File: src/rtl/serial_lane_arbiter_pkg.sv
// Shared types and constants for the serial lane arbiter.
// Optional statistics counters are enabled with SERIAL_ARB_STATS_EN.
package serial_arb_pkg;

    localparam int MAX_LANES = 8;
    localparam int STAT_W    = 16;

    typedef enum logic [1:0] {
        IDLE,
        LEN,
        PAY
    } arbState_e;

    // Population count of a lane vector, used to tally refused requests per cycle
    function automatic logic [3:0] countOnes(input logic [MAX_LANES-1:0] v);
        logic [3:0] n;
        n = '0;
        for (int i = 0; i < MAX_LANES; i++) begin
            n = n + {3'b000, v[i]};
        end
        return n;
    endfunction

endpackage

File: src/rtl/serial_lane_arbiter_if.sv
// Lane-side and output-side signals of the serial lane arbiter.
// The master drives the lanes; the slave is the arbiter itself.
interface serial_lane_arbiter_if #(
    parameter int NUM_LANES = 4
);
    logic [NUM_LANES-1:0] serIn;
    logic [NUM_LANES-1:0] seqValid;
    logic                 serOut;
    logic                 outputValid;
    logic [NUM_LANES-1:0] grant;
    logic                 busy;
    logic [NUM_LANES-1:0] dropped;

    modport master (
        output serIn, seqValid,
        input  serOut, outputValid, grant, busy, dropped
    );

    modport slave (
        input  serIn, seqValid,
        output serOut, outputValid, grant, busy, dropped
    );
endinterface

File: src/rtl/serial_lane_arbiter_rr_picker.sv
// Combinational round-robin selector: searches upward from the lane after ptr
// and returns the first requesting lane as one-hot plus its index.
module rr_picker
    import serial_arb_pkg::*;
#(
    parameter  int NUM_LANES = 4,
    localparam int PTR_W     = $clog2(NUM_LANES)
) (
    input  logic [NUM_LANES-1:0] req,
    input  logic [PTR_W-1:0]     ptr,
    output logic [NUM_LANES-1:0] winner,
    output logic [PTR_W-1:0]     winIdx,
    output logic                 valid
);

    logic [PTR_W-1:0] idx;

    always_comb begin
        winner = '0;
        winIdx = '0;
        valid  = 1'b0;
        idx    = '0;
        for (int i = 1; i <= NUM_LANES; i++) begin
            idx = PTR_W'((int'(ptr) + i) % NUM_LANES);
            if (!valid && req[idx]) begin
                winner[idx] = 1'b1;
                winIdx      = idx;
                valid       = 1'b1;
            end
        end
    end

endmodule

File: src/rtl/serial_lane_arbiter.sv
// Shares one serial frame path between several lanes: grants a lane on header
// detect, reads its length field, then forwards that many payload bits.
// Define SERIAL_ARB_STATS_EN to add frame_count/drop_count statistics outputs.
module serial_lane_arbiter
    import serial_arb_pkg::*;
#(
    parameter int NUM_LANES = 4,
    parameter int LEN_BITS  = 8
) (
    input  logic                 clk,
    input  logic                 rst,
    serial_lane_arbiter_if.slave bus
`ifdef SERIAL_ARB_STATS_EN
    ,
    output logic [STAT_W-1:0]    frame_count,
    output logic [STAT_W-1:0]    drop_count
`endif
);

    localparam int PTR_W = $clog2(NUM_LANES);
    localparam int BIT_W = $clog2(LEN_BITS);

    arbState_e            state, stateNext;
    logic [NUM_LANES-1:0] grantReg, grantNext;
    logic [NUM_LANES-1:0] droppedReg, droppedNext;
    logic [NUM_LANES-1:0] winner;
    logic [LEN_BITS-1:0]  lenReg, lenNext;
    logic [LEN_BITS-1:0]  count, countNext;
    logic [LEN_BITS-1:0]  newLen;
    logic [BIT_W-1:0]     bitCnt, bitCntNext;
    logic [PTR_W-1:0]     rrPtr, rrPtrNext, winIdx;
    logic                 winValid, free, accept, grantedBit, lastPayBit;

    rr_picker #(.NUM_LANES(NUM_LANES)) picker (
        .req    (bus.seqValid),
        .ptr    (rrPtr),
        .winner (winner),
        .winIdx (winIdx),
        .valid  (winValid)
    );

    // The final payload bit frees the path so a new header can follow without a gap
    assign grantedBit = |(bus.serIn & grantReg);
    assign lastPayBit = (state == PAY) && (count == LEN_BITS'(1));
    assign free       = (state == IDLE) || lastPayBit;
    assign accept     = free && winValid;
    assign newLen     = {lenReg[LEN_BITS-2:0], grantedBit};

    assign bus.grant       = grantReg;
    assign bus.busy        = (state != IDLE);
    assign bus.outputValid = (state == PAY);
    assign bus.serOut      = (state == PAY) & grantedBit;
    assign bus.dropped     = droppedReg;

    always_ff @(posedge clk) begin
        if (rst) begin
            state      <= IDLE;
            grantReg   <= '0;
            droppedReg <= '0;
            lenReg     <= '0;
            count      <= '0;
            bitCnt     <= '0;
            rrPtr      <= PTR_W'(NUM_LANES - 1);
        end else begin
            state      <= stateNext;
            grantReg   <= grantNext;
            droppedReg <= droppedNext;
            lenReg     <= lenNext;
            count      <= countNext;
            bitCnt     <= bitCntNext;
            rrPtr      <= rrPtrNext;
        end
    end

    always_comb begin
        stateNext   = state;
        grantNext   = grantReg;
        lenNext     = lenReg;
        countNext   = count;
        bitCntNext  = bitCnt;
        rrPtrNext   = rrPtr;
        droppedNext = bus.seqValid & ~(accept ? winner : '0);

        case (state)
            IDLE: begin
                if (accept) begin
                    stateNext  = LEN;
                    grantNext  = winner;
                    rrPtrNext  = winIdx;
                    bitCntNext = '0;
                end
            end
            LEN: begin
                lenNext    = newLen;
                bitCntNext = bitCnt + BIT_W'(1);
                if (bitCnt == BIT_W'(LEN_BITS - 1)) begin
                    bitCntNext = '0;
                    if (newLen == '0) begin
                        stateNext = IDLE;
                        grantNext = '0;
                    end else begin
                        stateNext = PAY;
                        countNext = newLen;
                    end
                end
            end
            PAY: begin
                countNext = count - LEN_BITS'(1);
                if (lastPayBit) begin
                    if (accept) begin
                        stateNext  = LEN;
                        grantNext  = winner;
                        rrPtrNext  = winIdx;
                        bitCntNext = '0;
                    end else begin
                        stateNext = IDLE;
                        grantNext = '0;
                    end
                end
            end
            default: begin
                stateNext = IDLE;
                grantNext = '0;
            end
        endcase
    end

`ifdef SERIAL_ARB_STATS_EN
    logic [STAT_W:0] dropSum;

    assign dropSum = {1'b0, drop_count} + (STAT_W + 1)'(countOnes(MAX_LANES'(droppedReg)));

    // Both counters stick at all-ones instead of wrapping
    always_ff @(posedge clk) begin
        if (rst) begin
            frame_count <= '0;
            drop_count  <= '0;
        end else begin
            if (lastPayBit && (frame_count != '1)) begin
                frame_count <= frame_count + STAT_W'(1);
            end
            drop_count <= dropSum[STAT_W] ? '1 : dropSum[STAT_W-1:0];
        end
    end
`endif

endmodule
File: src/flat_wrapper.sv
// flat-port wrapper written by rule: the top's interface ports become plain ports
module serial_lane_arbiter_flat import serial_arb_pkg::*;
#(
    parameter int NUM_LANES = 4,
    parameter int LEN_BITS  = 8
)
  (clk, rst, bus_serIn, bus_seqValid, bus_serOut, bus_outputValid, bus_grant, bus_busy, bus_dropped);
  serial_lane_arbiter_if #(.NUM_LANES(NUM_LANES)) bus_i ();
  input  logic clk;
  input  logic rst;
  input wire logic [$bits(bus_i.serIn)-1:0] bus_serIn;
  input wire logic [$bits(bus_i.seqValid)-1:0] bus_seqValid;
  output wire logic [$bits(bus_i.serOut)-1:0] bus_serOut;
  output wire logic [$bits(bus_i.outputValid)-1:0] bus_outputValid;
  output wire logic [$bits(bus_i.grant)-1:0] bus_grant;
  output wire logic [$bits(bus_i.busy)-1:0] bus_busy;
  output wire logic [$bits(bus_i.dropped)-1:0] bus_dropped;
  assign bus_i.serIn = bus_serIn;
  assign bus_i.seqValid = bus_seqValid;
  assign bus_serOut = bus_i.serOut;
  assign bus_outputValid = bus_i.outputValid;
  assign bus_grant = bus_i.grant;
  assign bus_busy = bus_i.busy;
  assign bus_dropped = bus_i.dropped;
  serial_lane_arbiter #(.NUM_LANES(NUM_LANES), .LEN_BITS(LEN_BITS)) u_core (.clk(clk), .rst(rst), .bus(bus_i));
endmodule
File: config.mk
export PLATFORM = sky130hd
export DESIGN_NAME = serial_lane_arbiter_flat
export DESIGN_NICKNAME = d
export VERILOG_FILES = /design/src/rtl/serial_lane_arbiter_pkg.sv /design/src/rtl/serial_lane_arbiter_if.sv /design/src/rtl/serial_lane_arbiter_rr_picker.sv /design/src/rtl/serial_lane_arbiter.sv /design/src/flat_wrapper.sv
export SDC_FILE = /design/constraint.sdc
export NUM_CORES = 1
export LEC_CHECK = 0
export ABC_CLOCK_PERIOD_IN_PS = 6000
export CORE_UTILIZATION = 56
export DETAILED_ROUTE_END_ITERATION = 7
export PLACE_DENSITY = 0.8
export SYNTH_ARGS = -nofsm -noshare
export SYNTH_HDL_FRONTEND = slang
export SYNTH_SLANG_ARGS = --single-unit
export TNS_END_PERCENT = 20
File: constraint.sdc
create_clock -name clk -period 6 [get_ports clk]
set_input_delay 1.2 -clock clk [delete_from_list [all_inputs] [get_ports clk]]
set_output_delay 1.2 -clock clk [all_outputs]
set_load 0.02 [all_outputs]
==> qor.yml, run 1 <==
pwr-share-comb: 0.567
cts_root_buffer: "clkbuf_4"
die_h_um: 59.10
powerDensity_nw_per_um2: 492.4
wl_met2_um: 1858
worst_slew_pin_slew_ns: 1.070
syn_nets: 241
grt.overflow.total: 0
globalplace.congestion: 0.8168
rows: 20
dieArea_um2: 3492
fmax_ghz: 0.2540
fin_nets: 258
power.internal_mw: 0.5533
ys_ff_latch: 30
synth_top_flop_cell: "dfxtp_1"
critPathMaxFanout: 4
start_kind: "input pin"
fin_crit_sh: 0.6561
num_antenna_cells: 0
final_common_cell: "dfxtp_1"
setup_viol: 0
cts_resized: 0
post_cts_buffers: 0
slowest_stage: "clkdlybuf4s50_1"
critPathMaxStageDelay_ns: 0.55
seqPwrFrac: 0.310
rsz0062_at_grt: "no"
ys_warn_count: 0
setup_tns_ns: 0
clock_sinks: 30
cts_buffers: 5
layout_common_cells: "dfxtp_1, a21oi_1, nor2_1, clkdlybuf4s50_1, nand2_1"
syn_to_final_growth_pct: 14.74
r2r_end: "u_core.bus.grant[1]$_SDFFE_PP0P_"
cp-startpoint: "bus_serIn[1]"
place_ws_ns: 2.059
async_flop_share: 0
critical_path.most_common_cell: "clkdlybuf4s50_1"
synth_area_per_cell_um2: 8.336
peakVddDrop_mv: 0.2870
r2r_slack_ns: 2.99
drc: 0
p_sw_mw: 0.4781
clock_skew_ns: 0.01248
met1_length_um: 1959
p_sw_frac: 0.4635
slew_viol_final: 0
dr.max_layer_used: "met4"
via_per_inst: 6.107
critPathCaptureType: "output pin"
drtIter0Drc: 83
cts_tree: "built"
firstDrtPassIters: 4
ys_seq_area_frac: 0.3290
worstSkewPairLatency_ns: 0.34
post_drt_wl_per_cell_um: 14.68
grt_pass1_wl_um: 7100
initial_core_util: 0.5931
hp-class: "reg2reg"
status: "finished clean"
crit_type: "in2out"
synthDistinctLibCells: 46
critPathCapture: "bus_serOut"
maxSlewHeadroom: 0.2847
leakage_nw: 0.8026
wl_um: 4124
dp_hpwl_um: 3008
die_w_um: 59.10
htreeDepth: 2
syn_inst: 219
clkPwrFrac: 0.122
maxCapViolCount: 0
cts_hold_buf: 0
portBuffers: 20
grt_pass1_vias: 1547
ant_nets: 0
routed-wl-met3_um: 239
io_pins: 21
crit_arrival_ns: 2.74
fin_crit_ns: 3.937
antenna_found_initial: 0
r2r-start: "u_core.rrPtr[0]$_SDFFE_PP1P_"
grtUsageTotal: 0.2709
hold_viol: 0
clk_path_buf_depth: 2
clkTransAtPathRegs_ns: 0.09
coreArea_um2: 3078
synth_edf_count: 0
reg2regPathDepth: 7
fillers: 272
fin_ws_ns: 2.063
via_count: 1716
syn_area_um2: 1826
cp_cell_sequence: "clkdlybuf4s50_1, a22oi_1, and2_1, nor2_1, clkdlybuf4s50_1"
grt_max_degree: 32
critPathRequiredTime_ns: 4.80
drive_gt1_frac: 0.05907
-- worst min-delay path by stage --
stage | start | end | slack (ns) | cells past startpoint
finish | u_core.lenReg[6]$_SDFFE_PP0P_ | u_core.lenReg[6]$_SDFFE_PP0P_ | 0.48 | 2
global placement | u_core.lenReg[6]$_SDFFE_PP0P_ | u_core.lenReg[6]$_SDFFE_PP0P_ | 0.47 | 2
CTS | u_core.lenReg[6]$_SDFFE_PP0P_ | u_core.lenReg[6]$_SDFFE_PP0P_ | 0.48 | 2
global route | u_core.count[7]$_SDFFE_PP0P_ | u_core.count[7]$_SDFFE_PP0P_ | 0.52 | 2
floorplan | u_core.lenReg[6]$_SDFFE_PP0P_ | u_core.lenReg[6]$_SDFFE_PP0P_ | 0.45 | 2
detailed placement | u_core.lenReg[6]$_SDFFE_PP0P_ | u_core.lenReg[6]$_SDFFE_PP0P_ | 0.47 | 2
-- logic make-up (layout without fill, tap and decap cells) --
kind of cell               Yosys count  in the layout  share of synthesized area
adders and majority gates           12             12                    0.08225
buffers and inverters               22             40                    0.05003
AOI/OAI and AO/OA                   76             76                     0.2673
and+or+nand+nor                     74             74                     0.2166
muxes                                5              5                    0.05483
DFF                                 30             30                     0.3290
-- cells in the mapped netlist (2+ instances only) --
master	instances	area share
a211oi_1	4	0.016
a21oi_1	29	0.080
a221oi_1	2	0.0096
a22oi_1	11	0.045
a2bb2oi_1	2	0.0096
a32oi_1	2	0.0096
and2_1	4	0.014
and3_1	4	0.014
and3b_1	2	0.0096
clkbuf_1	7	0.014
dfxtp_1	30	0.33
ha_1	12	0.082
inv_1	12	0.025
mux4_2	4	0.049
nand2_1	15	0.031
nand2b_1	6	0.021
nand3_1	2	0.0055
nand3b_1	2	0.0082
nand4_1	2	0.0069
nor2_1	20	0.041
nor2b_1	3	0.010
nor3_1	6	0.016
nor4_1	2	0.0069
o21a_1	3	0.012
o21ai_0	9	0.025
o22ai_1	2	0.0069
o31ai_1	2	0.0082
o32ai_1	2	0.0096
-- cell type report --
type | count | area [um2] | share of cell area
Inverter | 12 | 45.04 | 0.02151
Tap cell | 44 | 55.05 | 0.02628
Sequential cell | 30 | 600.6 | 0.2867
Clock buffer | 7 | 55.05 | 0.02628
Timing Repair Buffer | 20 | 200.2 | 0.09558
Clock inverter | 1 | 5.005 | 0.002389
Multi-Input combinational cell | 167 | 1134 | 0.5412
-- power groups by stage --
stage | Sequential (mW) | Clock, mW | Combinational [mW]
finish | 0.320 | 0.126 | 0.585
global route | 0.328 | 0.137 | 0.649
CTS | 0.319 | 0.129 | 0.575
detailed placement | 0.324 | 0 | 0.571
global placement | 0.319 | 0 | 0.552
floorplan | 0.319 | 0 | 0.431
-- registers in the layout, indices dropped and copies added (netlist names) --
| signal | cells |
|---|---|
| u_core.bus.grant | 4 |
| u_core.bitCnt | 3 |
| u_core.state | 2 |
| u_core.lenReg | 7 |
| u_core.bus.dropped | 4 |
| u_core.rrPtr | 2 |
| u_core.count | 8 |
-- per-layer routing --
layer,vias up,track usage
met1,806,0.3730
met2,58,0.4058
met3,9,0.06550
met5,-,0
met4,0,0.1122
li1,843,-
-- critical path, delay by kind of cell --
kind                   cells  cell delay (ns)
AOI/OAI and AO/OA          1             0.28
and+or+nand+nor            2             0.30
buffers and inverters      2             0.95
-- metrics by stage --
| step | area (um2) | power, mW | cells | util | hold slack [ns] |
|---|---|---|---|---|---|
| 6_report | 2095 | 1.031 | 281 | 0.6805 | 0.4813 |
| 5_1_grt | 2095 | 1.115 | 281 | 0.6805 | 0.5165 |
| 4_1_cts | 2095 | 1.024 | 281 | 0.6805 | 0.4801 |
| 3_5_place_dp | 2034 | 0.8946 | 273 | 0.6610 | 0.4663 |
| 3_3_place_gp | 2034 | 0.8712 | 273 | 0.6610 | 0.4663 |
| 2_1_floorplan | 1826 | 0.7493 | 219 | - | 0.4499 |
Note: power is estimated with default switching activity, not from simulation.
==> run 2: changes to the inputs <==
--- a/config.mk
+++ b/config.mk
@@ -5,10 +5,10 @@
 export SDC_FILE = /design/constraint.sdc
 export NUM_CORES = 1
 export LEC_CHECK = 0
-export ABC_CLOCK_PERIOD_IN_PS = 6000
-export CORE_UTILIZATION = 56
+export ABC_CLOCK_PERIOD_IN_PS = 3800
+export CORE_UTILIZATION = 55
 export DETAILED_ROUTE_END_ITERATION = 7
-export PLACE_DENSITY = 0.8
+export PLACE_DENSITY = 0.78
 export SYNTH_ARGS = -nofsm -noshare
 export SYNTH_HDL_FRONTEND = slang
 export SYNTH_SLANG_ARGS = --single-unit
==> constraint.sdc (replaced) <==
create_clock -name clk -period 3.8 [get_ports clk]
set_input_delay 0.76 -clock clk [delete_from_list [all_inputs] [get_ports clk]]
set_output_delay 0.76 -clock clk [all_outputs]
set_load 0.02 [all_outputs]
==> run 2 against run 1 <==
Net effect:
- sequential share of layout area shrank 0.051 points
- final cell count is the same
- via count grew 0.17%
- combinational power grew 58%
- die area grew 1.8%
- sequential power grew 58%
- critical path depth is the same
- total power grew 59%
- largest cell class unchanged
==> qor.yml, run 2 (synthesis results as in run 1) <==
cts_hold_buf: 0  # unchanged
powerDensity_nw_per_um2: 781.1  # +59%
top_regs: "u_core.count x8, u_core.lenReg x7"
peakVddDrop_mv: 0.3736  # +30%
dieArea_um2: 3553  # +1.8%
worst_slew_pin_slew_ns: 1.072  # +0.001947 ns
drc: 0  # unchanged
r2r-start: "u_core.rrPtr[0]$_SDFFE_PP1P_"
seqPwrFrac: 0.309  # about the same
fin_crit_sh: 0.8026
coreArea_um2: 3103  # +0.81%
fin_nets: 258  # unchanged
layout_common_cells: "dfxtp_1, a21oi_1, nor2_1, clkdlybuf4s50_1, nand2_1"
portBuffers: 20  # unchanged
clkPwrFrac: 0.128  # +0.006
critPathMaxFanout: 4  # unchanged
syn_to_final_growth_pct: 14.94
p_sw_mw: 0.7663  # +60%
worstSkewPairLatency_ns: 0.34  # about the same
setup_viol: 0  # unchanged
finalPower_mw: 1.639  # +59%
grt_pass1_wl_um: 6982  # -1.7%
globalplace.congestion: 0.9459  # +16%
status: "finished clean"
clock_sinks: 30  # unchanged
post_drt_wl_per_cell_um: 15.15  # +3.2%
critPathRequiredTime_ns: 3.04  # -1.76 ns
cts_buffers: 5  # unchanged
grt_max_degree: 32  # unchanged
slew_viol_final: 0  # unchanged
grtUsageTotal: 0.2670  # -0.003948
io_pins: 21  # unchanged
drive_gt1_frac: 0.06329  # +0.004219
grt_pass1_vias: 1505  # -2.7%
fmax_ghz: 0.3279
drtIter0Drc: 121  # +46%
final_common_cell: "dfxtp_1"
grt.overflow.total: 0  # unchanged
rsz0062_at_grt: "no"
firstDrtPassIters: 4  # unchanged
rows: 20  # unchanged
num_antenna_cells: 0  # unchanged
largest_reg_flops: 8  # unchanged
maxCapViolCount: 0  # unchanged
dp_hpwl_um: 3109  # +3.4%
htreeDepth: 2  # unchanged
leakage_nw: 0.8016  # -0.13%
hold_viol: 0  # unchanged
ant_nets: 0  # unchanged
crit_type: "in2out"
initial_core_util: 0.5883  # -0.004783
hp-start: "u_core.lenReg[6]$_SDFFE_PP0P_"
critPathCaptureType: "output pin"
via_per_inst: 6.117  # +0.17%
die_h_um: 59.61  # +0.87%
fin_crit_ns: 3.050
cp-startpoint: "bus_serIn[0]"
setup_tns_ns: 0  # unchanged
power.internal_mw: 0.8725  # +58%
start_kind: "input pin"
p_sw_frac: 0.4676  # +0.004080
post_cts_buffers: 0  # unchanged
cts_tree: "built"
pwr-share-comb: 0.563  # -0.004
die_w_um: 59.61  # +0.87%
maxSlewHeadroom: 0.2834  # -0.001303
clk_path_buf_depth: 2  # unchanged
clock_skew_ns: 0.008125  # -0.004351 ns
clkTransAtPathRegs_ns: 0.09  # about the same
crit_arrival_ns: 2.29  # -0.45 ns
cts_root_buffer: "clkbuf_4"
hp-class: "reg2reg"
wl_um: 4258  # +3.2%
top_register: "u_core.count"
antenna_found_initial: 0  # unchanged
via_count: 1719  # +0.17%
cts_resized: 0  # unchanged
hold_slack_ns: 0.4811  # -0.0002560 ns
run 2: changes by cell type in the layout (fill, tap and decap cells not counted):
cell,delta
clkbuf_1,-1
clkinvlp_4,+1
run 2: power groups by stage:
stage	clock, mW	combinational, mW	sequential, mW
global placement	0	0.883	0.506
floorplan	0	0.680	0.503
global route	0.230	1.01	0.519
detailed placement	0	0.905	0.511
CTS	0.213	0.912	0.504
finish	0.210	0.922	0.507
run 2: worst paths after layout:
| kind | slack, ns | cells past startpoint | to |
|---|---|---|---|
| max reg2reg | 0.91 | 7 | u_core.bus.dropped[3]$_SDFF_PP0_ |
| min | 0.48 | 2 | u_core.lenReg[6]$_SDFFE_PP0P_ |
| min reg2reg | 0.48 | 2 | u_core.lenReg[6]$_SDFFE_PP0P_ |
| max | 0.75 | 5 | bus_serOut |
run 2: routing by layer:
layer	GRT usage	vias up	routed length, um
li1	-	839	-
met1	0.3796	821	2060
met2	0.3868	54	1889
met3	0.07860	5	257
met4	0.08638	0	51
met5	0	-	0
run 2: worst max-delay path: stages:
cell             delay [ns]
clkdlybuf4s50_1        0.41
a22oi_1                0.26
and2_1                 0.25
nor2_1                 0.06
clkdlybuf4s50_1        0.55
run 2: layout make-up:
type                    count  area, um2
clock buffers               6      51.30
clock inverters             2      12.51
fillers                   282       1005
inverters                  12      45.04
multi-input cells         167       1134
flip-flops and latches     30      600.6
well taps                  44      55.05
repair buffers             20      200.2
run 2: stage by stage:
stage          cells  setup slack, ns  utilization  area, um2
3_3_place_gp     273           0.7870       0.6556       2034
4_1_cts          281           0.7353       0.6762       2098
2_1_floorplan    219            1.562            -       1826
5_1_grt          281           0.6632       0.6762       2098
6_report         281           0.7502       0.6762       2098
3_5_place_dp     273           0.7408       0.6556       2034
